File: config.mk
export PLATFORM = sky130hd
export DESIGN_NAME = uart_rx_operand_flat
export DESIGN_NICKNAME = d
export VERILOG_FILES = /design/src/rtl/uart_pkg.sv /design/src/rtl/uart_rx_operand_if.sv /design/src/rtl/uart_baud_tick.sv /design/src/rtl/uart_rx_operand.sv /design/src/flat_wrapper.sv
export SDC_FILE = /design/constraint.sdc
export NUM_CORES = 1
export LEC_CHECK = 0
export ABC_CLOCK_PERIOD_IN_PS = 2620
export CAP_MARGIN = 25
export CORE_UTILIZATION = 40
export DETAILED_ROUTE_END_ITERATION = 8
export DONT_BUFFER_PORTS = 1
export PLACE_DENSITY_LB_ADDON = 0.1
export SLEW_MARGIN = 20
export SYNTH_ARGS = -nofsm -noshare
export SYNTH_HDL_FRONTEND = slang
export SYNTH_SLANG_ARGS = --single-unit
File: constraint.sdc
create_clock -name clk -period 2.62 [get_ports clk]
set_input_delay 0.262 -clock clk [delete_from_list [all_inputs] [get_ports clk]]
set_output_delay 0.262 -clock clk [all_outputs]
set_load 0.02 [all_outputs]
File: src/rtl/uart_pkg.sv
// Shared UART definitions: state encodings, frame width and baud divider derivation.
package uart_pkg;

  localparam int DATA_BITS = 8;

  typedef logic [2:0] state_t;

  localparam state_t ST_IDLE  = 3'd0;
  localparam state_t ST_START = 3'd1;
  localparam state_t ST_DATA  = 3'd2;
  localparam state_t ST_STOP  = 3'd3;
  localparam state_t ST_BREAK = 3'd4;

  // Clocks per oversample tick, truncated.
  function automatic int calc_div(input int clk_freq, input int baud, input int oversample);
    return clk_freq / (baud * oversample);
  endfunction

endpackage

File: src/rtl/uart_rx_operand_if.sv
// Byte delivery bus from the UART receiver to the register file's UART input port.
interface uart_rx_operand_if;

  logic       uart_signal;
  logic       uart_flag;
  logic [7:0] uart_rx_data;
  logic       frame_error;
  logic       busy;

  modport master (
    output uart_signal,
    output uart_flag,
    output uart_rx_data,
    output frame_error,
    output busy
  );

  modport slave (
    input uart_signal,
    input uart_flag,
    input uart_rx_data,
    input frame_error,
    input busy
  );

endinterface

File: src/rtl/uart_baud_tick.sv
// Oversample tick generator: one-cycle pulse every DIV clocks, re-phased by restart.
module uart_baud_tick #(
  parameter int DIV = 651
) (
  input  logic clk,
  input  logic reset,
  input  logic restart,
  output logic tick
);

  localparam int CW = (DIV > 1) ? $clog2(DIV) : 1;
  localparam logic [CW-1:0] LAST = CW'(DIV - 1);

  logic [CW-1:0] count;

  always_ff @(posedge clk) begin
    if (reset || restart) begin
      count <= '0;
    end else if (count == LAST) begin
      count <= '0;
    end else begin
      count <= count + CW'(1);
    end
  end

  assign tick = (count == LAST);

endmodule

File: src/rtl/uart_rx_operand.sv
// 8N1 UART receiver feeding the operand registers; each byte is tagged with an
// alternating pair flag so consecutive bytes land in operand 1 then operand 2.
module uart_rx_operand
  import uart_pkg::*;
#(
  parameter int CLK_FREQ     = 100_000_000,
  parameter int BAUD         = 9600,
  parameter int OVERSAMPLE   = 16,
  parameter int TIMEOUT_BITS = 40
) (
  input  logic              clk,
  input  logic              reset,
  input  logic              rx,
  input  logic              pair_clear,
  uart_rx_operand_if.master bus
);

  localparam int DIV      = calc_div(CLK_FREQ, BAUD, OVERSAMPLE);
  localparam int TCW      = $clog2(OVERSAMPLE);
  localparam int TO_LIMIT = TIMEOUT_BITS * OVERSAMPLE;
  localparam int ICW      = $clog2(TO_LIMIT + 1);

  localparam logic [TCW-1:0] HALF_LAST    = TCW'(OVERSAMPLE / 2 - 1);
  localparam logic [TCW-1:0] BIT_LAST     = TCW'(OVERSAMPLE - 1);
  localparam logic [ICW-1:0] IDLE_LAST    = ICW'(TO_LIMIT - 1);
  localparam logic [2:0]     BIT_IDX_LAST = 3'(DATA_BITS - 1);

  state_t               state;
  logic [TCW-1:0]       tick_cnt;
  logic [2:0]           bit_idx;
  logic [DATA_BITS-1:0] shift_reg;
  logic                 pair_ptr;
  logic [ICW-1:0]       idle_cnt;

  logic rx_meta;
  logic rx_sync;
  logic rx_prev;
  logic fall;
  logic tick;
  logic start_edge;
  logic stop_sample;
  logic commit_now;
  logic ferr_now;
  logic timeout_hit;

  // rx_prev sits behind the synchroniser so edge detection only sees settled values.
  always_ff @(posedge clk) begin
    if (reset) begin
      rx_meta <= 1'b1;
      rx_sync <= 1'b1;
      rx_prev <= 1'b1;
    end else begin
      rx_meta <= rx;
      rx_sync <= rx_meta;
      rx_prev <= rx_sync;
    end
  end

  assign fall       = rx_prev & ~rx_sync;
  assign start_edge = (state == ST_IDLE) && fall;

  uart_baud_tick #(
    .DIV(DIV)
  ) u_baud_tick (
    .clk    (clk),
    .reset  (reset),
    .restart(start_edge),
    .tick   (tick)
  );

  assign stop_sample = (state == ST_STOP) && tick && (tick_cnt == BIT_LAST);
  assign commit_now  = stop_sample && rx_sync;
  assign ferr_now    = stop_sample && !rx_sync;

  always_ff @(posedge clk) begin
    if (reset) begin
      state     <= ST_IDLE;
      tick_cnt  <= '0;
      bit_idx   <= '0;
      shift_reg <= '0;
    end else begin
      case (state)
        ST_IDLE: begin
          if (fall) begin
            state    <= ST_START;
            tick_cnt <= '0;
          end
        end
        ST_START: begin
          if (tick) begin
            if (tick_cnt == HALF_LAST) begin
              tick_cnt <= '0;
              bit_idx  <= '0;
              state    <= rx_sync ? ST_IDLE : ST_DATA;
            end else begin
              tick_cnt <= tick_cnt + TCW'(1);
            end
          end
        end
        ST_DATA: begin
          if (tick) begin
            if (tick_cnt == BIT_LAST) begin
              tick_cnt  <= '0;
              shift_reg <= {rx_sync, shift_reg[DATA_BITS-1:1]};
              if (bit_idx == BIT_IDX_LAST) begin
                bit_idx <= '0;
                state   <= ST_STOP;
              end else begin
                bit_idx <= bit_idx + 3'd1;
              end
            end else begin
              tick_cnt <= tick_cnt + TCW'(1);
            end
          end
        end
        ST_STOP: begin
          if (tick) begin
            if (tick_cnt == BIT_LAST) begin
              tick_cnt <= '0;
              state    <= rx_sync ? ST_IDLE : ST_BREAK;
            end else begin
              tick_cnt <= tick_cnt + TCW'(1);
            end
          end
        end
        ST_BREAK: begin
          if (rx_sync) begin
            state <= ST_IDLE;
          end
        end
        default: begin
          state <= ST_IDLE;
        end
      endcase
    end
  end

  always_ff @(posedge clk) begin
    if (reset) begin
      bus.uart_signal  <= 1'b0;
      bus.uart_flag    <= 1'b0;
      bus.uart_rx_data <= 8'h00;
      bus.frame_error  <= 1'b0;
    end else begin
      bus.uart_signal <= commit_now;
      bus.frame_error <= ferr_now;
      if (commit_now) begin
        bus.uart_rx_data <= shift_reg;
        bus.uart_flag    <= pair_ptr;
      end
    end
  end

  // An explicit clear outranks the commit toggle; the commit itself still uses the old pointer.
  always_ff @(posedge clk) begin
    if (reset) begin
      pair_ptr <= 1'b0;
    end else if (pair_clear) begin
      pair_ptr <= 1'b0;
    end else if (commit_now) begin
      pair_ptr <= ~pair_ptr;
    end else if (timeout_hit) begin
      pair_ptr <= 1'b0;
    end
  end

  assign timeout_hit = pair_ptr && (state == ST_IDLE) && !fall && tick && (idle_cnt == IDLE_LAST);

  always_ff @(posedge clk) begin
    if (reset) begin
      idle_cnt <= '0;
    end else if (fall || commit_now || !pair_ptr || (state != ST_IDLE)) begin
      idle_cnt <= '0;
    end else if (tick) begin
      idle_cnt <= timeout_hit ? '0 : idle_cnt + ICW'(1);
    end
  end

  assign bus.busy = (state != ST_IDLE);

endmodule

File: src/flat_wrapper.sv
// flat-port wrapper written by rule: the top's interface ports become plain ports
module uart_rx_operand_flat import uart_pkg::*;
#(
  parameter int CLK_FREQ     = 100_000_000,
  parameter int BAUD         = 9600,
  parameter int OVERSAMPLE   = 16,
  parameter int TIMEOUT_BITS = 40
)
  (clk, reset, rx, pair_clear, bus_uart_signal, bus_uart_flag, bus_uart_rx_data, bus_frame_error, bus_busy);
  uart_rx_operand_if bus_i ();
  input  logic clk;
  input  logic reset;
  input  logic rx;
  input  logic pair_clear;
  output wire logic [$bits(bus_i.uart_signal)-1:0] bus_uart_signal;
  output wire logic [$bits(bus_i.uart_flag)-1:0] bus_uart_flag;
  output wire logic [$bits(bus_i.uart_rx_data)-1:0] bus_uart_rx_data;
  output wire logic [$bits(bus_i.frame_error)-1:0] bus_frame_error;
  output wire logic [$bits(bus_i.busy)-1:0] bus_busy;
  assign bus_uart_signal = bus_i.uart_signal;
  assign bus_uart_flag = bus_i.uart_flag;
  assign bus_uart_rx_data = bus_i.uart_rx_data;
  assign bus_frame_error = bus_i.frame_error;
  assign bus_busy = bus_i.busy;
  uart_rx_operand #(.CLK_FREQ(CLK_FREQ), .BAUD(BAUD), .OVERSAMPLE(OVERSAMPLE), .TIMEOUT_BITS(TIMEOUT_BITS)) u_core (.clk(clk), .reset(reset), .rx(rx), .pair_clear(pair_clear), .bus(bus_i));
endmodule
==> results of run 1 <==
==> timing repair <==
action,4_1_cts,5_1_grt
endpoints found under the hold margin,0,20
setup endpoints to repair,0,0
hold buffers,0,3
==> per-stage QoR <==
stage               utilization (%)  worst slack, ns  cell area, um^2  cells
floorplan                         -          -0.0346             2330    266
global placement               43.7            0.241             2440    332
detailed placement             43.7            0.198             2440    332
CTS                            45.3            0.175             2530    340
global route                   45.9            0.130             2560    343
finish                         45.9            0.188             2560    343
==> power by group through the flow <==
stage                     clock network [mW]  registers, mW  logic [mW]
after global placement                     0          0.852      0.0647
after global routing                   0.519          0.837      0.0845
after detailed placement                   0          0.852      0.0650
final                                  0.459          0.834      0.0746
after floorplan                            0          0.842      0.0676
after CTS                              0.480          0.833      0.0657
==> cells in the final DEF (no fill, tap or decap), types with 5 or more instances in the layout <==
cell,count
clkbuf_8,5
xor2_1,11
nand2b_1,5
mux2i_1,12
nand2_1,22
nor2_1,39
ha_1,6
dfxtp_1,51
xnor2_1,6
nand3_1,18
nor3b_1,5
buf_4,10
a21oi_1,17
o21ai_0,6
==> layout make-up <==
cell class / instances / share of cell area, %
multi-input cells: 195 / 46.9
flip-flops and latches: 53 / 41.6
repair buffers: 13 / 4.11
well taps: 72 / 3.52
clock buffers: 5 / 2.69
clock inverters: 3 / 0.881
inverters: 2 / 0.294
==> worst max-delay path: stages, from the launching register on <==
cell	delay (ns)
dfxtp_2	0.34
or4b_1	0.54
or3_1	0.34
or4_1	0.53
or4b_1	0.48
a21oi_1	0.13
==> worst min path at each step <==
stage / startpoint / endpoint / slack (ns)
after floorplan: pair_clear / u_core.pair_ptr$_SDFFE_PP0P_ / 0.33
after global placement: pair_clear / u_core.pair_ptr$_SDFFE_PP0P_ / 0.34
after detailed placement: reset / u_core.tick_cnt[3]$_SDFFE_PP0P_ / 0.34
after CTS: reset / u_core.tick_cnt[3]$_SDFFE_PP0P_ / 0.004
after global routing: reset / u_core.bit_idx[2]$_SDFFE_PP0P_ / 0.0006
final: reset / u_core.tick_cnt[1]$_SDFFE_PP0P_ / 0.02
==> per-layer routing <==
metal / share of wire, % / routed length (um) / global-route usage, % / vias to the layer above
li1: - / - / - / 923
met1: 52 / 2370 / 21.9 / 824
met2: 42 / 1900 / 24.4 / 34
met3: 4.5 / 205 / 4.19 / 4
met4: 0.84 / 38 / 6.30 / 0
met5: 0 / 0 / 0 / -
==> cell families (layout without fill, tap and decap cells) <==
family,Yosys count,after routing,share of synthesized area (%)
and+or+nand+nor,129,129,29.0
DFF,53,53,45.5
AOI/OAI and AO/OA,31,31,7.73
buffers and inverters,18,23,3.06
xor gates and xnor gates,17,17,6.38
muxes,12,12,5.15
adders and majority gates,6,6,3.22
==> run metrics, run 1 <==
outcome=finished clean; multi-input logic area=1200 um^2; grt total ovfl=0; ratio of cells with drive above 1 in the final layout=10.7%; first-pass detailed-route iteration total=4; synthesis-stage register bit count=53; Reg area=1060 um^2; Worst Skew=0.00690 ns; Max VDD drop=258 uV; Post-synth EDFFs=0; Post-Syn Instances=266; Mapped Avg Cell Area=8.77 um^2; H-tree levels=2; largest net degree at the start of global routing=36; Post-synth top cells=dfxtp_1, nor2_1, nand2_1, nand3_1, a21oi_1; worst setup path start=u_core.u_baud_tick.count[6]$_SDFF_PP0_; Setup TNS=0 ns; routed vias/inst=5.20; count leader, synth=dfxtp_1; vias in the first global route=1750; via count=1785; WL final=4510 um; synth warn=0; part of the power in registers=60.9%; Cells on Worst Hold Path=1; Seq/Total Area, Yosys=45.5%; clock slew at reported path FFs=0.09 ns; number of core rows=27; total CTS buffers=5; Layout Nets=280; full die area=6140 um^2; Tightest Pin Transition=0.795 ns; RSZ-0062 raised after global routing=false; starting density of the core=41.8%; RePlAce Congestion=0.790; Setup Crit Path Kind=flop to flop; Sw Ratio=24.4%; post-CTS sizing=0; DRT iter0 DRCs=82; slew margin rel.=46.8%; Yosys top cell by area=dfxtp_1; Comb pwr share=5.5%; Hold Vio Cnt, Final=0; Critical Path AT=2.66 ns; total power draw=1.37 mW; Port Buffers=0; initial antenna violation count=0; post-DP HPWL=3030 um; Worst R2R End=u_core.bit_idx[0]$_SDFFE_PP0P_; top cell type's share of synthesized area=45.5%; CTS tree=done; P_int=1.03 mW; P_leak=0.885 nW; DR WL/cell=13.2 um; Tot GR Track Use=16.1%; Clock Path Buffers=2; CP Capture Type=flop; worst r2r path cells=5; Synth cell types=41; Max FO, Critical Path=4; Tmin final=2.43 ns; n_diodes=0; fill count=581; clk_lat worst skew=0.30 ns; Reg2Reg Setup Slack=0.19 ns; first-pass GRT wire length=7910 um; Hold Path Class=input pin to flop; synthesized cell area=2330 um^2; Worst Setup EP=u_core.bit_idx[0]$_SDFFE_PP0P_; f_max=0.411 GHz; Power Density=535 nW/um^2; Final period util=92.8%; Die Ht=78.4 um; R2R Path Start=u_core.u_baud_tick.count[6]$_SDFF_PP0_; setup violators final=0; P_sw=334 uW; Post-CTS Setup Inserts=0; worst hold slack=0.0156 ns; Critical Path RT=2.85 ns; die width=78.4 um; Async SR Flop Fraction=0%; Num Clock Sinks=53; Core ar.=5570 um^2; crit path launch type=flop; ranking of synthesized cells by area=dfxtp_1, nor2_1, mux2i_1, xor2_1, nand3_1; syn nets=276; Antenna Nets Post-Route=0; largest registers=u_core.idle_cnt: 10 flops, u_core.u_baud_tick.count: 10 flops; Area growth, synth to finish=9.66%; # DRC=0; I/O pin cnt=16; power share of the clock group=33.6%; Max Cap Viol=0; Primary FF master, synth=dfxtp_1; fin. max-slew vios=0; root buf cell=clkbuf_8
(Power assumes the default switching activity.)
==> inputs of run 2 (changes only) <==
CTS_CLUSTER_SIZE = 24   (was unset)
==> results of run 2 <==
Same layout as run 1: the final DEF is identical, and so are final timing and power.
==> inputs of run 3 (changes only) <==
ABC_AREA = 1   (was unset)
CTS_CLUSTER_DIAMETER = 50   (was unset)
==> run 3 against run 2 <==
  * Clock power increased by 6.1%
  * Combinational power increased to 8.4 times the previous value
  * Synthesized cell count increased by 29%
  * Clock skew decreased by 0.0019 ns
  * Register-to-register slack improved by 0.71 ns
  * Critical endpoint is now u_core.bus.uart_rx_data[5]$_SDFFE_PP0P_
  * Largest cell class unchanged
  * Largest power group unchanged
==> run metrics, run 3 <==
outcome=finished clean (unchanged); Clock Path Buffers=2 (unchanged); Layout Cells excl Fill=424 (was 343); post-CTS sizing=0 (unchanged); commonest cells after routing, fill and taps aside=nand2_1, nor2_1, dfxtp_1, inv_1, a21oi_1 (was dfxtp_1, nor2_1, nand2_1, nand3_1, a21oi_1); Critical Path RT=2.83 ns (was 2.85 ns); CTS tree=done (unchanged); Tmin final=1.72 ns (was 2.43 ns); Critical Path AT=1.93 ns (was 2.66 ns); Post-Syn Instances=343 (was 266); ratio of cells with drive above 1 in the final layout=12.0% (was 10.7%); die width=80.9 um (was 78.4 um); Compound-Gate Fraction of Synth Area=11.0% (was 7.73%); synthesis-stage register bit count=53 (unchanged); total CTS buffers=5 (unchanged); Setup TNS=0 ns (unchanged); routed vias/inst=4.68 (was 5.20); Area growth, synth to finish=7.09% (was 9.66%); Async SR Flop Fraction=0% (unchanged); Yosys top cell by area=dfxtp_1 (unchanged); worst slack at placement=0.887 ns (was 0.198 ns); simple logic cell fraction of the synthesized area=34.3% (was 29.0%); Antenna Nets Post-Route=0 (unchanged); I/O pin cnt=16 (unchanged); number of core rows=28 (was 27); vias in the first global route=1827 (was 1750); via count=1984 (was 1785); DR WL/cell=10.9 um (was 13.2 um); Reg2Reg Setup Slack=0.90 ns (was 0.19 ns); Num Clock Sinks=53 (unchanged); post-DP HPWL=3330 um (was 3030 um); hold path endpoint=u_core.tick_cnt[1]$_SDFFE_PP0P_ (unchanged); worst r2r path cells=8 (was 5); grt total ovfl=0 (unchanged); slew margin rel.=71.8% (was 46.8%); R2R Path Start=u_core.tick_cnt[0]$_SDFFE_PP0P_ (was u_core.u_baud_tick.count[6]$_SDFF_PP0_); count leader, synth=nand2_1 (was dfxtp_1); synthesized cell area=2490 um^2 (was 2330 um^2); # DRC=0 (unchanged); initial antenna violation count=0 (unchanged); final instance area=2670 um^2 (was 2560 um^2); Die Ht=80.9 um (was 78.4 um); proportion of synthesized area in mux cells=0% (was 5.15%); post-route setup slack=0.895 ns (was 0.188 ns); Layout Nets=358 (was 280); full die area=6540 um^2 (was 6140 um^2); Setup Crit Path Kind=flop to flop (unchanged); Seq/Total Area, Yosys=42.6% (was 45.5%); crit path launch type=flop (unchanged); largest net degree at the start of global routing=28 (was 36); Max FO, Critical Path=18 (was 4); Core ar.=5960 um^2 (was 5570 um^2); Min-Delay Startpoint=reset (unchanged); Worst R2R End=u_core.bus.uart_rx_data[5]$_SDFFE_PP0P_ (was u_core.bit_idx[0]$_SDFFE_PP0P_); P_leak=1.09 nW (was 0.885 nW); starting density of the core=41.8% (about the same); worst hold slack=0.0170 ns (was 0.0156 ns); Max VDD drop=612 uV (was 258 uV); clock slew at reported path FFs=0.09 ns (about the same); Tightest Pin Transition=0.419 ns (was 0.795 ns); clk_lat worst skew=0.30 ns (about the same); Power Density=769 nW/um^2 (was 535 nW/um^2); Worst Skew=0.00504 ns (was 0.00690 ns); post-synthesis adder-cell area fraction=3.02% (was 3.22%); WL final=4610 um (was 4510 um); Hold Vio Cnt, Final=0 (unchanged); Final period util=65.8% (was 92.8%); Post-synth EDFFs=0 (unchanged); ranking of synthesized cells by area=dfxtp_1, nand2_1, nor2_1, inv_1, a21oi_1 (was dfxtp_1, nor2_1, mux2i_1, xor2_1, nand3_1); Port Buffers=0 (unchanged); top cell type's share of synthesized area=42.6% (was 45.5%); largest registers=u_core.idle_cnt: 10 flops, u_core.u_baud_tick.count: 10 flops (unchanged); Tot GR Track Use=16.1% (about the same); cell count after placement=415 (was 332); Hold Path Class=input pin to flop (unchanged); Max Cap Viol=0 (unchanged); most common cell after layout, fill and taps aside=nand2_1 (was dfxtp_1); CP Capture Type=flop (unchanged); DRT iter0 DRCs=45 (was 82); first-pass detailed-route iteration total=4 (unchanged); Post-Place Cell Area=2560 um^2 (was 2440 um^2); syn nets=353 (was 276); setup violators final=0 (unchanged); Primary FF master, synth=dfxtp_1 (unchanged); Post-synth top cells=nand2_1, nor2_1, dfxtp_1, inv_1, a21oi_1 (was dfxtp_1, nor2_1, nand2_1, nand3_1, a21oi_1); H-tree levels=2 (unchanged); fin. max-slew vios=0 (unchanged); post-synthesis xor/xnor area fraction=0.704% (was 6.38%); RSZ-0062 raised after global routing=false (unchanged); Cells on Worst Hold Path=1 (unchanged); main combinational cell family by area after synthesis=simple AND/OR/NAND/NOR gates (unchanged); RePlAce Congestion=0.869 (was 0.790); synth warn=0 (unchanged); Mapped Avg Cell Area=7.26 um^2 (was 8.77 um^2); Synth cell types=30 (was 41); first-pass GRT wire length=8220 um (was 7910 um); f_max=0.580 GHz (was 0.411 GHz); root buf cell=clkbuf_8 (unchanged); Post-CTS Setup Inserts=0 (unchanged); n_diodes=0 (unchanged)
run 3: stage by stage:
stage / utilization, % / power, mW
CTS: 44.6 / 2.08
floorplan: - / 1.46
detailed placement: 43.0 / 1.58
finish: 44.7 / 2.05
global placement: 43.0 / 1.58
global route: 44.7 / 2.22
run 3: final cells by class:
| class | instances | area [um^2] |
|---|---|---|
| fillers | 645 | 3290 |
| clock buffers | 6 | 82.6 |
| repair buffers | 2 | 17.5 |
| well taps | 75 | 93.8 |
| multi-input cells | 239 | 1220 |
| clock inverters | 2 | 13.8 |
| flip-flops and latches | 53 | 1060 |
| inverters | 47 | 176 |
run 3: timing repair:
item                                   in CTS  in global routing
hold buffers                                0                  1
endpoints found under the hold margin       0                  1
setup endpoints to repair                   0                  0
run 3: worst max path at each step:
stage / to / slack (ns) / from / cells past startpoint
global placement: u_core.bus.uart_rx_data[5]$_SDFFE_PP0P_ / 0.92 / u_core.tick_cnt[0]$_SDFFE_PP0P_ / 8
floorplan: u_core.bus.uart_flag$_SDFFE_PP0P_ / 1.15 / u_core.tick_cnt[0]$_SDFFE_PP0P_ / 8
CTS: u_core.bus.uart_rx_data[5]$_SDFFE_PP0P_ / 0.88 / u_core.tick_cnt[0]$_SDFFE_PP0P_ / 8
global route: u_core.bus.uart_rx_data[0]$_SDFFE_PP0P_ / 0.67 / u_core.tick_cnt[0]$_SDFFE_PP0P_ / 8
detailed placement: u_core.bus.uart_rx_data[5]$_SDFFE_PP0P_ / 0.89 / u_core.tick_cnt[0]$_SDFFE_PP0P_ / 8
finish: u_core.bus.uart_rx_data[5]$_SDFFE_PP0P_ / 0.90 / u_core.tick_cnt[0]$_SDFFE_PP0P_ / 8
run 3: per-layer routing:
layer  wire length (um)  up-vias  global-route usage, %  share of wire [%]
met1               2390      860                   22.0                 52
met3                167        7                   3.71                3.6
met5                  0        -                      0                  0
met4                 78        0                   5.36                1.7
li1                   -     1090                      -                  -
met2               1970       27                   24.9                 43
run 3: critical path: stages (launching register included):
cell and delay, ns:
dfxtp_1 0.38, ha_1 0.18, nand2_1 0.11, nor2_4 0.15
nand4_4 0.17, nor2_4 0.36, inv_1 0.12, nor2_1 0.10
nor2_1 0.05
run 3: cells by family (layout without fill, tap and decap cells):
| family | Yosys count | in the layout |
|---|---|---|
| AND/OR/NAND/NOR | 179 | 179 |
| adder cells (fa/ha/maj) | 6 | 6 |
| XOR/XNOR | 2 | 2 |
| buffers and inverters | 51 | 57 |
| flip-flops | 53 | 53 |
| AO/OA/AOI/OAI | 52 | 52 |
run 3: where the power goes:
group / switching [mW] / internal, mW / leakage, nW
combinational: 0.420 / 0.206 / 0.608
sequential: 0.0642 / 0.872 / 0.429
clock: 0.272 / 0.215 / 0.0512
total: 0.757 / 1.29 / 1.09
